[config.mk]
export PLATFORM = sky130hd
export DESIGN_NAME = audio_codec_serdes_flat
export DESIGN_NICKNAME = d
export VERILOG_FILES = /design/src/rtl/audio_codec_serdes_if.sv /design/src/rtl/audio_codec_serdes.sv /design/src/flat_wrapper.sv
export SDC_FILE = /design/constraint.sdc
export NUM_CORES = 1
export LEC_CHECK = 0
export ABC_AREA = 1
export CAP_MARGIN = 5
export CORE_MARGIN = 1
export CORE_UTILIZATION = 39
export DETAILED_ROUTE_END_ITERATION = 6
export SLEW_MARGIN = 20
export SYNTH_ARGS = -nofsm -noshare
export SYNTH_HDL_FRONTEND = slang
export SYNTH_SLANG_ARGS = --single-unit
[constraint.sdc]
create_clock -name state_clk -period 4.47 [get_ports state_clk]
set_input_delay 0.6705 -clock state_clk [delete_from_list [all_inputs] [get_ports state_clk]]
set_output_delay 0.6705 -clock state_clk [all_outputs]
set_load 0.05 [all_outputs]
[src/rtl/audio_codec_serdes_if.sv]
// Codec-side audio serial bus: DAC/ADC sample words, serial lines
// and frame strobes between the filter chain and the serdes.
interface audio_codec_serdes_if;
    logic [15:0] dac_left_in;
    logic [15:0] dac_right_in;
    logic        adc_dat;
    logic        bclk;
    logic        lr_clk;
    logic        dac_dat;
    logic [15:0] adc_left_out;
    logic [15:0] adc_right_out;
    logic        adc_valid;
    logic        dac_load;

    modport master (
        input  dac_left_in,
        input  dac_right_in,
        input  adc_dat,
        output bclk,
        output lr_clk,
        output dac_dat,
        output adc_left_out,
        output adc_right_out,
        output adc_valid,
        output dac_load
    );

    modport slave (
        output dac_left_in,
        output dac_right_in,
        output adc_dat,
        input  bclk,
        input  lr_clk,
        input  dac_dat,
        input  adc_left_out,
        input  adc_right_out,
        input  adc_valid,
        input  dac_load
    );
endinterface

[src/rtl/audio_codec_serdes.sv]
// Left-justified 2x16-bit audio serdes: bclk/lr_clk generation,
// DAC serialisation on bclk falls, ADC capture on bclk rises.
module audio_codec_serdes #(
    parameter int BCLK_DIV = 4
) (
    input logic                  state_clk,
    input logic                  reset,
    audio_codec_serdes_if.master bus
);
    localparam int DW = $clog2(BCLK_DIV);

    logic [DW-1:0] divcnt_q;
    logic          bclk_q;
    logic          lr_q;
    logic          dac_dat_q;
    logic          adc_valid_q;
    logic          dac_load_q;
    logic [4:0]    bit_cnt_q;
    logic [15:0]   dac_l_sr_q;
    logic [15:0]   dac_r_sr_q;
    logic [15:0]   adc_sr_q;
    logic [15:0]   adc_l_q;
    logic [15:0]   adc_r_q;

    logic          tick;
    logic [4:0]    bit_cnt_d;
    logic [3:0]    idx_l;
    logic [3:0]    idx_r;
    logic          dac_bit_d;
    logic [15:0]   adc_sr_d;

    // Next slot bit index, the DAC bit it selects, and the ADC shift value
    always_comb begin
        tick      = (divcnt_q == DW'(BCLK_DIV - 1));
        bit_cnt_d = bit_cnt_q + 5'd1;
        idx_l     = 4'(5'd15 - bit_cnt_d);
        idx_r     = 4'(5'd31 - bit_cnt_d);
        dac_bit_d = bit_cnt_d[4] ? dac_r_sr_q[idx_r] : dac_l_sr_q[idx_l];
        if (bit_cnt_d == 5'd0) begin
            dac_bit_d = bus.dac_left_in[15];
        end
        adc_sr_d  = {adc_sr_q[14:0], bus.adc_dat};
    end

    // Divider, bit clock, DAC shift-out on falls, ADC capture on rises
    always_ff @(posedge state_clk or negedge reset) begin
        if (!reset) begin
            divcnt_q    <= '0;
            bclk_q      <= 1'b1;
            bit_cnt_q   <= 5'd31;
            lr_q        <= 1'b1;
            dac_dat_q   <= 1'b0;
            dac_l_sr_q  <= '0;
            dac_r_sr_q  <= '0;
            adc_sr_q    <= '0;
            adc_l_q     <= '0;
            adc_r_q     <= '0;
            adc_valid_q <= 1'b0;
            dac_load_q  <= 1'b0;
        end else begin
            adc_valid_q <= 1'b0;
            dac_load_q  <= 1'b0;
            if (tick) begin
                divcnt_q <= '0;
                bclk_q   <= ~bclk_q;
                if (bclk_q) begin
                    bit_cnt_q <= bit_cnt_d;
                    lr_q      <= bit_cnt_d[4];
                    dac_dat_q <= dac_bit_d;
                    if (bit_cnt_d == 5'd0) begin
                        dac_l_sr_q <= bus.dac_left_in;
                        dac_r_sr_q <= bus.dac_right_in;
                        dac_load_q <= 1'b1;
                    end
                end else begin
                    adc_sr_q <= adc_sr_d;
                    if (bit_cnt_q == 5'd15) begin
                        adc_l_q <= adc_sr_d;
                    end
                    if (bit_cnt_q == 5'd31) begin
                        adc_r_q     <= adc_sr_d;
                        adc_valid_q <= 1'b1;
                    end
                end
            end else begin
                divcnt_q <= divcnt_q + DW'(1);
            end
        end
    end

    assign bus.bclk          = bclk_q;
    assign bus.lr_clk        = lr_q;
    assign bus.dac_dat       = dac_dat_q;
    assign bus.adc_left_out  = adc_l_q;
    assign bus.adc_right_out = adc_r_q;
    assign bus.adc_valid     = adc_valid_q;
    assign bus.dac_load      = dac_load_q;
endmodule

[src/flat_wrapper.sv]
// flat-port wrapper written by rule: the top's interface ports become plain ports
module audio_codec_serdes_flat 
#(
    parameter int BCLK_DIV = 4
)
  (state_clk, reset, bus_dac_left_in, bus_dac_right_in, bus_adc_dat, bus_bclk, bus_lr_clk, bus_dac_dat, bus_adc_left_out, bus_adc_right_out, bus_adc_valid, bus_dac_load);
  audio_codec_serdes_if bus_i ();
  input logic state_clk;
  input logic reset;
  input wire logic [$bits(bus_i.dac_left_in)-1:0] bus_dac_left_in;
  input wire logic [$bits(bus_i.dac_right_in)-1:0] bus_dac_right_in;
  input wire logic [$bits(bus_i.adc_dat)-1:0] bus_adc_dat;
  output wire logic [$bits(bus_i.bclk)-1:0] bus_bclk;
  output wire logic [$bits(bus_i.lr_clk)-1:0] bus_lr_clk;
  output wire logic [$bits(bus_i.dac_dat)-1:0] bus_dac_dat;
  output wire logic [$bits(bus_i.adc_left_out)-1:0] bus_adc_left_out;
  output wire logic [$bits(bus_i.adc_right_out)-1:0] bus_adc_right_out;
  output wire logic [$bits(bus_i.adc_valid)-1:0] bus_adc_valid;
  output wire logic [$bits(bus_i.dac_load)-1:0] bus_dac_load;
  assign bus_i.dac_left_in = bus_dac_left_in;
  assign bus_i.dac_right_in = bus_dac_right_in;
  assign bus_i.adc_dat = bus_adc_dat;
  assign bus_bclk = bus_i.bclk;
  assign bus_lr_clk = bus_i.lr_clk;
  assign bus_dac_dat = bus_i.dac_dat;
  assign bus_adc_left_out = bus_i.adc_left_out;
  assign bus_adc_right_out = bus_i.adc_right_out;
  assign bus_adc_valid = bus_i.adc_valid;
  assign bus_dac_load = bus_i.dac_load;
  audio_codec_serdes #(.BCLK_DIV(BCLK_DIV)) u_core (.state_clk(state_clk), .reset(reset), .bus(bus_i));
endmodule
==> out/results.ini, run 1 <==
[synth]
syn_inst = 420
synthesis.area_mm2 = 0.00397
yosysSeqAreaShare_pct = 56.9
yosysWarnings = 0
synth_area_leader_cell = dfrtp_1
synth_top_cell_area_share_pct = 52.9
ys_async_sr_fraction_pct = 100
synth.avg_cell_area_um2 = 9.46
synth-main-ff-cell = dfrtp_1
synth_edf_count = 0
ys_types = 27
synth.top_cells.by_area = dfrtp_1, nand2_1, o21ai_2
synth_nets = 460
synth_seq_cells = 90

[timing]
grt_setup_unrepaired = no
finalSetupTns_ns = 0
skew_ns = 0.0138
relSlewSlack_pct = 48.2
slew_viol_final = 0
worstMarginPinSlew_ns = 0.775
setup_viol = 0
finalCritPeriodShare_pct = 68.7
fmax_mhz = 326
fin_crit_ns = 3.07
hold_viol = 0

[setup_path]
cp.required_ns = 4.76
worst-r2r-cell-count = 11
worstSetupStartpoint = u_core.bit_cnt_q[0]
start_kind = flip-flop
critical_path.top_delay_family = simple AND/OR/NAND/NOR gates
cp.depth = 11
slowest_stage = dfstp_2
cp_cell_sequence = ha_1, nand2_1, nor2_1, ha_1, nand2_1, nor2_2, nand2_2, nor2_4, buf_4, nand2_1, o21ai_2
critPathBufInv = 1
arrival_ns = 3.36
crit_path_end_kind = flip-flop
r2r_start = u_core.bit_cnt_q[0]
path_common_cell = nand2_1
critPathMaxStageDelay_ns = 0.76
worstPathMaxFanout = 27
crit_type = flip-flop to flip-flop

[floorplanning]
io_pins = 72
fp-row-count = 36
design.die.area_mm2 = 0.0106
die_w_um = 103
start_util_pct = 40.5
fp.coreArea_mm2 = 0.00982
die_y_um = 103

[power_and_ir_drop]
leakage_nw = 2.18
ir_drop_v = 0.000173
p_int_w = 0.00117
power_density_mw_per_mm2 = 300
comb_power_share_pct = 3.4
power_frac_clock_pct = 41.7
power_frac_seq_pct = 54.9
swShare_pct = 21.7
power.switching_w = 0.000323

[placed_design]
dp_hpwl_mm = 5.27
gp_congestion = 0.776
dpl_cell_area_mm2 = 0.00474
place.port_buffers = 71

[drt]
drtAntennaViolNets = 0
drt_pre_antenna_iters = 4
num_vias = 2854
first_iter_violations = 114
drc = 0
avgRoutedWirePerCell_um = 12.4
via_per_inst = 4.57
routed_wl_mm = 7.77

[clocking]
clkTransAtPathRegs_ns = 0.09
clockBufferDepth = 2
cts_buffers = 9
insertion_delay_ns = 0.36
cts.sinks = 90
htree_num_levels = 3
post_cts_buffers = 0
cts.hold.buffers_added = 0
cts_tree = yes
post_cts_resized = 0
cts-root-buf = clkbuf_8

[layout]
final_util_pct = 50.6
num-fill-cells = 942
finalNetCount = 527
finalInstanceArea_mm2 = 0.00497
num_antenna_cells = 0
drive_gt1_share_pct = 16.7
synthToLayoutAreaGrowth_pct = 25.0

[run]
max-cap-violations = 0

[global_routing]
antenna_found_initial = 0
grt_pass1_vias = 2739
grt_pass1_wl_mm = 12.9
grt_max_degree = 58
track_usage_pct = 15.9
grt_overflow = 0

[run_status]
outcome = finished, final reports clean

[hold_path]
hold_class = primary input to asynchronous set/reset pin

cells in the final DEF (no fill, tap or decap), types with 2 or more instances in the layout:
cell and n:
nand2_1 104, dfrtp_1 84, clkdlybuf4s50_1 70, inv_1 53
o21ai_0 52, o21ai_2 30, nand3_1 30, nand2_2 18
clkbuf_8 9, buf_4 7, dfstp_2 6, ha_1 5
xor2_1 3, nor2_1 2, nor2_2 2, inv_6 2
bufinv_16 2
flip-flops by register name (all words and copies together), names as in the netlist:
| register | count |
|---|---|
| u_core.bus.dac_dat | 1 |
| u_core.adc_sr_q | 15 |
| u_core.divcnt_q | 2 |
| u_core.dac_r_sr_q | 16 |
| u_core.bus.lr_clk | 1 |
| u_core.bus.bclk | 1 |
| u_core.dac_l_sr_q | 16 |
| u_core.bit_cnt_q | 4 |
| u_core.bus.adc_right_out | 16 |
| u_core.bus.adc_left_out | 16 |
| u_core.bus.dac_load | 1 |
| u_core.bus.adc_valid | 1 |
area by class of cell:
cell class	instances	area (µm²)	share of cell area (%)
multi-input cells	254	1360	27.3
well taps	133	166	3.35
inverters	55	206	4.16
repair buffers	77	753	15.2
clock buffers	10	128	2.57
clock inverters	6	96.3	1.94
flip-flops and latches	90	2260	45.5
power by group through the flow:
stage	Clock [W]	Sequential [W]	Combinational, W
6_report	0.000621	0.000818	0.0000512
5_1_grt	0.000672	0.000818	0.0000574
4_1_cts	0.000640	0.000818	0.0000534
3_5_place_dp	0	0.000834	0.0000530
3_3_place_gp	0	0.000834	0.0000531
2_1_floorplan	0	0.000834	0.00000288
worst reg2reg max path: cells and delay by family (launching register included):
kind	cells	cell delay (ns)
buffers and inverters	1	0.42
and+or+nand+nor	7	1.25
DFF	1	0.76
adders and majority gates	2	0.52
AOI/OAI and AO/OA	1	0.06
Yosys cell counts, types with 5 or more instances:
cell type,number
o21ai_2,30
dfstp_2,6
inv_1,53
nand2_1,104
dfrtp_1,84
ha_1,5
nand3_1,30
nand2_2,18
clkbuf_1,11
o21ai_0,52
metrics by stage:
step                worst slack, ns  cells  hold WS (ns)  total power (W)
floorplan                      2.49    420         0.375         0.000837
global placement               1.51    609         0.414         0.000887
detailed placement             1.40    609         0.420         0.000887
CTS                            1.37    625         0.391          0.00151
global route                   1.16    625         0.423          0.00155
finish                         1.40    625         0.343          0.00149
per-layer routing:
metal	track usage, %	routed length (µm)	vias up	part of all wire [%]
met4	5.85	96	0	1.2
met1	22.3	3880	1331	50
met3	4.27	361	7	4.6
met5	0	0	-	0
met2	23.6	3440	58	44
li1	-	-	1458	-
worst paths after layout:
kind | slack, ns | to
max | 1.40 | u_core.dac_r_sr_q[6]
min | 0.34 | u_core.dac_r_sr_q[9]
max reg2reg | 1.40 | u_core.dac_r_sr_q[6]
min reg2reg | 0.43 | u_core.divcnt_q[0]
max in group asynchronous | 3.16 | u_core.bus.bclk
min in group state_clk | 0.43 | u_core.divcnt_q[0]
kinds of logic (layout without fill, tap and decap cells):
kind of cell    count (synthesis)  in the layout  share of synthesized area, %
compound gates                 86             86                          13.8
xor+xnor                        5              5                          1.29
fa+ha+maj                       5              5                          1.57
buf+inv                        76            148                          9.07
flops                          90             90                          56.9
simple gates                  158            158                          17.4
No activity file was read; power rests on OpenSTA's default activity.
==> run 2, diff against run 1 <==
==> constraint.sdc (replaced) <==
create_clock -name state_clk -period 3 [get_ports state_clk]
set_input_delay 0.45 -clock state_clk [delete_from_list [all_inputs] [get_ports state_clk]]
set_output_delay 0.45 -clock state_clk [all_outputs]
set_load 0.05 [all_outputs]
==> run 2 against run 1 <==
Effect of this change:
- non-clock buffer count increased by 1
- hold slack got worse by 0.21 ns
- global-route usage increased by 0.46 points
- sequential cell count did not move
- clock power grew 54%
- combinational power up 50%
- via count rose by 0.49%
- register-to-register slack got worse by 0.91 ns
- utilization increased by 0.20 points
- power grew 51%
- sequential power up 49%
- highest routed layer unchanged
==> out/results.ini, run 2 (synthesized netlist as in run 1, its figures left out) <==
[global_routing]
grt_overflow = 0  ; unchanged
grt_pass1_vias = 2805  ; +2.4%
antenna_found_initial = 0  ; unchanged
track_usage_pct = 16.4  ; +0.46 points
grt_max_degree = 88  ; +52%
grt_pass1_wl_mm = 13.3  ; +3.1%

[floorplanning]
die_w_um = 103  ; unchanged
design.die.area_mm2 = 0.0106  ; unchanged
die_y_um = 103  ; unchanged
io_pins = 72  ; unchanged
fp.coreArea_mm2 = 0.00982  ; unchanged
fp-row-count = 36  ; unchanged
start_util_pct = 40.5  ; unchanged

[layout]
final_cell_mix = nand2_1, dfrtp_1, clkdlybuf4s50_1
num_antenna_cells = 0  ; unchanged
drive_gt1_share_pct = 17.0  ; +0.37 points
final_common_cell = nand2_1
finalNetCount = 528  ; +0.19%
synthToLayoutAreaGrowth_pct = 25.5
final_util_pct = 50.8  ; +0.20 points

[setup_path]
cp.required_ns = 3.30  ; -1.46 ns
r2r_start = u_core.bit_cnt_q[1]
worstPathMaxFanout = 43  ; +59%
crit_type = flip-flop to flip-flop
worstSetupStartpoint = u_core.bit_cnt_q[1]
crit_path_end_kind = flip-flop
start_kind = flip-flop
arrival_ns = 2.81  ; -0.55 ns

[timing]
skew_ns = 0.0141  ; +0.000296 ns
hold_viol = 0  ; unchanged
fmax_mhz = 399  ; +22%
worstMarginPinSlew_ns = 0.782  ; +0.00740 ns
finalCritPeriodShare_pct = 83.6  ; +15 points
finalSetupTns_ns = 0  ; unchanged
fin_crit_ns = 2.51  ; -0.563 ns
grt_setup_unrepaired = no
slew_viol_final = 0  ; unchanged
setup_viol = 0  ; unchanged
relSlewSlack_pct = 47.8  ; -0.37 points

[clocking]
post_cts_resized = 0  ; unchanged
insertion_delay_ns = 0.37  ; about the same
cts_buffers = 9  ; unchanged
cts_tree = yes
post_cts_buffers = 0  ; unchanged
cts.sinks = 90  ; unchanged
cts.hold.buffers_added = 0  ; unchanged
clkTransAtPathRegs_ns = 0.09  ; about the same
clockBufferDepth = 2  ; unchanged
cts-root-buf = clkbuf_8
htree_num_levels = 3  ; unchanged

[drt]
drt_pre_antenna_iters = 4  ; unchanged
avgRoutedWirePerCell_um = 12.6  ; +1.5%
drtAntennaViolNets = 0  ; unchanged
drc = 0  ; unchanged
num_vias = 2868  ; +0.49%
routed_wl_mm = 7.90  ; +1.6%
first_iter_violations = 132  ; +16%
via_per_inst = 4.58  ; +0.33%

[placed_design]
gp_congestion = 0.750  ; -3.4%
dp_hpwl_mm = 5.16  ; -1.9%
place.port_buffers = 71  ; unchanged

[run]
max-cap-violations = 0  ; unchanged

[power_and_ir_drop]
ir_drop_v = 0.000233  ; +35%
power_density_mw_per_mm2 = 452  ; +51%
leakage_nw = 2.19  ; +0.68%

[run_status]
outcome = finished, final reports clean

[hold_path]
hold_class = primary input to asynchronous set/reset pin

-- run 2: per-layer routing --
layer | vias to the layer above | GRT usage, % | part of all wire, %
met5 | - | 0 | 0
met4 | 0 | 8.34 | 2.2
met3 | 14 | 3.19 | 3.8
met2 | 52 | 24.1 | 44
met1 | 1337 | 23.0 | 50
li1 | 1465 | - | -
-- run 2: final cells by class --
class	instances	area, µm²
Fill cell	957	4830
Inverter	55	206
Tap cell	133	166
Clock buffer	10	138
Clock inverter	6	95.1
Timing Repair Buffer	78	764
Multi-Input combinational cell	254	1360
Sequential cell	90	2260
-- run 2: worst paths after layout --
check,endpoint,cells after the start,slack [ns]
max in group asynchronous,u_core.bus.lr_clk,2,2.19
setup / recovery,u_core.bus.dac_dat,11,0.49
min in group state_clk,u_core.divcnt_q[0],1,0.44
hold reg to reg,u_core.divcnt_q[0],1,0.44
hold / removal,u_core.dac_r_sr_q[14],1,0.13
setup reg to reg,u_core.bus.dac_dat,11,0.49
-- run 2: critical path, stage by stage (launching register included) --
cell and delay [ns]:
dfstp_2 0.57, ha_1 0.24, nand2_1 0.07, nor2_1 0.16, ha_1 0.21, nand2_1 0.09
nor2_2 0.15, nand2_2 0.09, nor2_4 0.08, buf_4 0.52, a22oi_1 0.14, nand2_1 0.11
-- run 2: power breakdown --
| group | leakage [nW] | total [W] | internal (W) | switching, W |
|---|---|---|---|---|
| combinational | 1.04 | 0.0000767 | 0.0000412 | 0.0000355 |
| clock | 0.117 | 0.000956 | 0.000501 | 0.000455 |
| sequential | 1.03 | 0.00122 | 0.00122 | 0.00000209 |
-- run 2: metrics by stage --
stage | hold slack, ns | worst slack, ns | cell area (µm²) | power [W] | cells
after global placement | 0.413 | 0.661 | 4750 | 0.00132 | 610
final | 0.133 | 0.493 | 4990 | 0.00225 | 626
after detailed placement | 0.424 | 0.490 | 4750 | 0.00132 | 610
after floorplan | 0.154 | 1.02 | 3970 | 0.00125 | 420
after global routing | 0.200 | 0.316 | 4990 | 0.00234 | 626
after CTS | 0.324 | 0.466 | 4980 | 0.00228 | 626
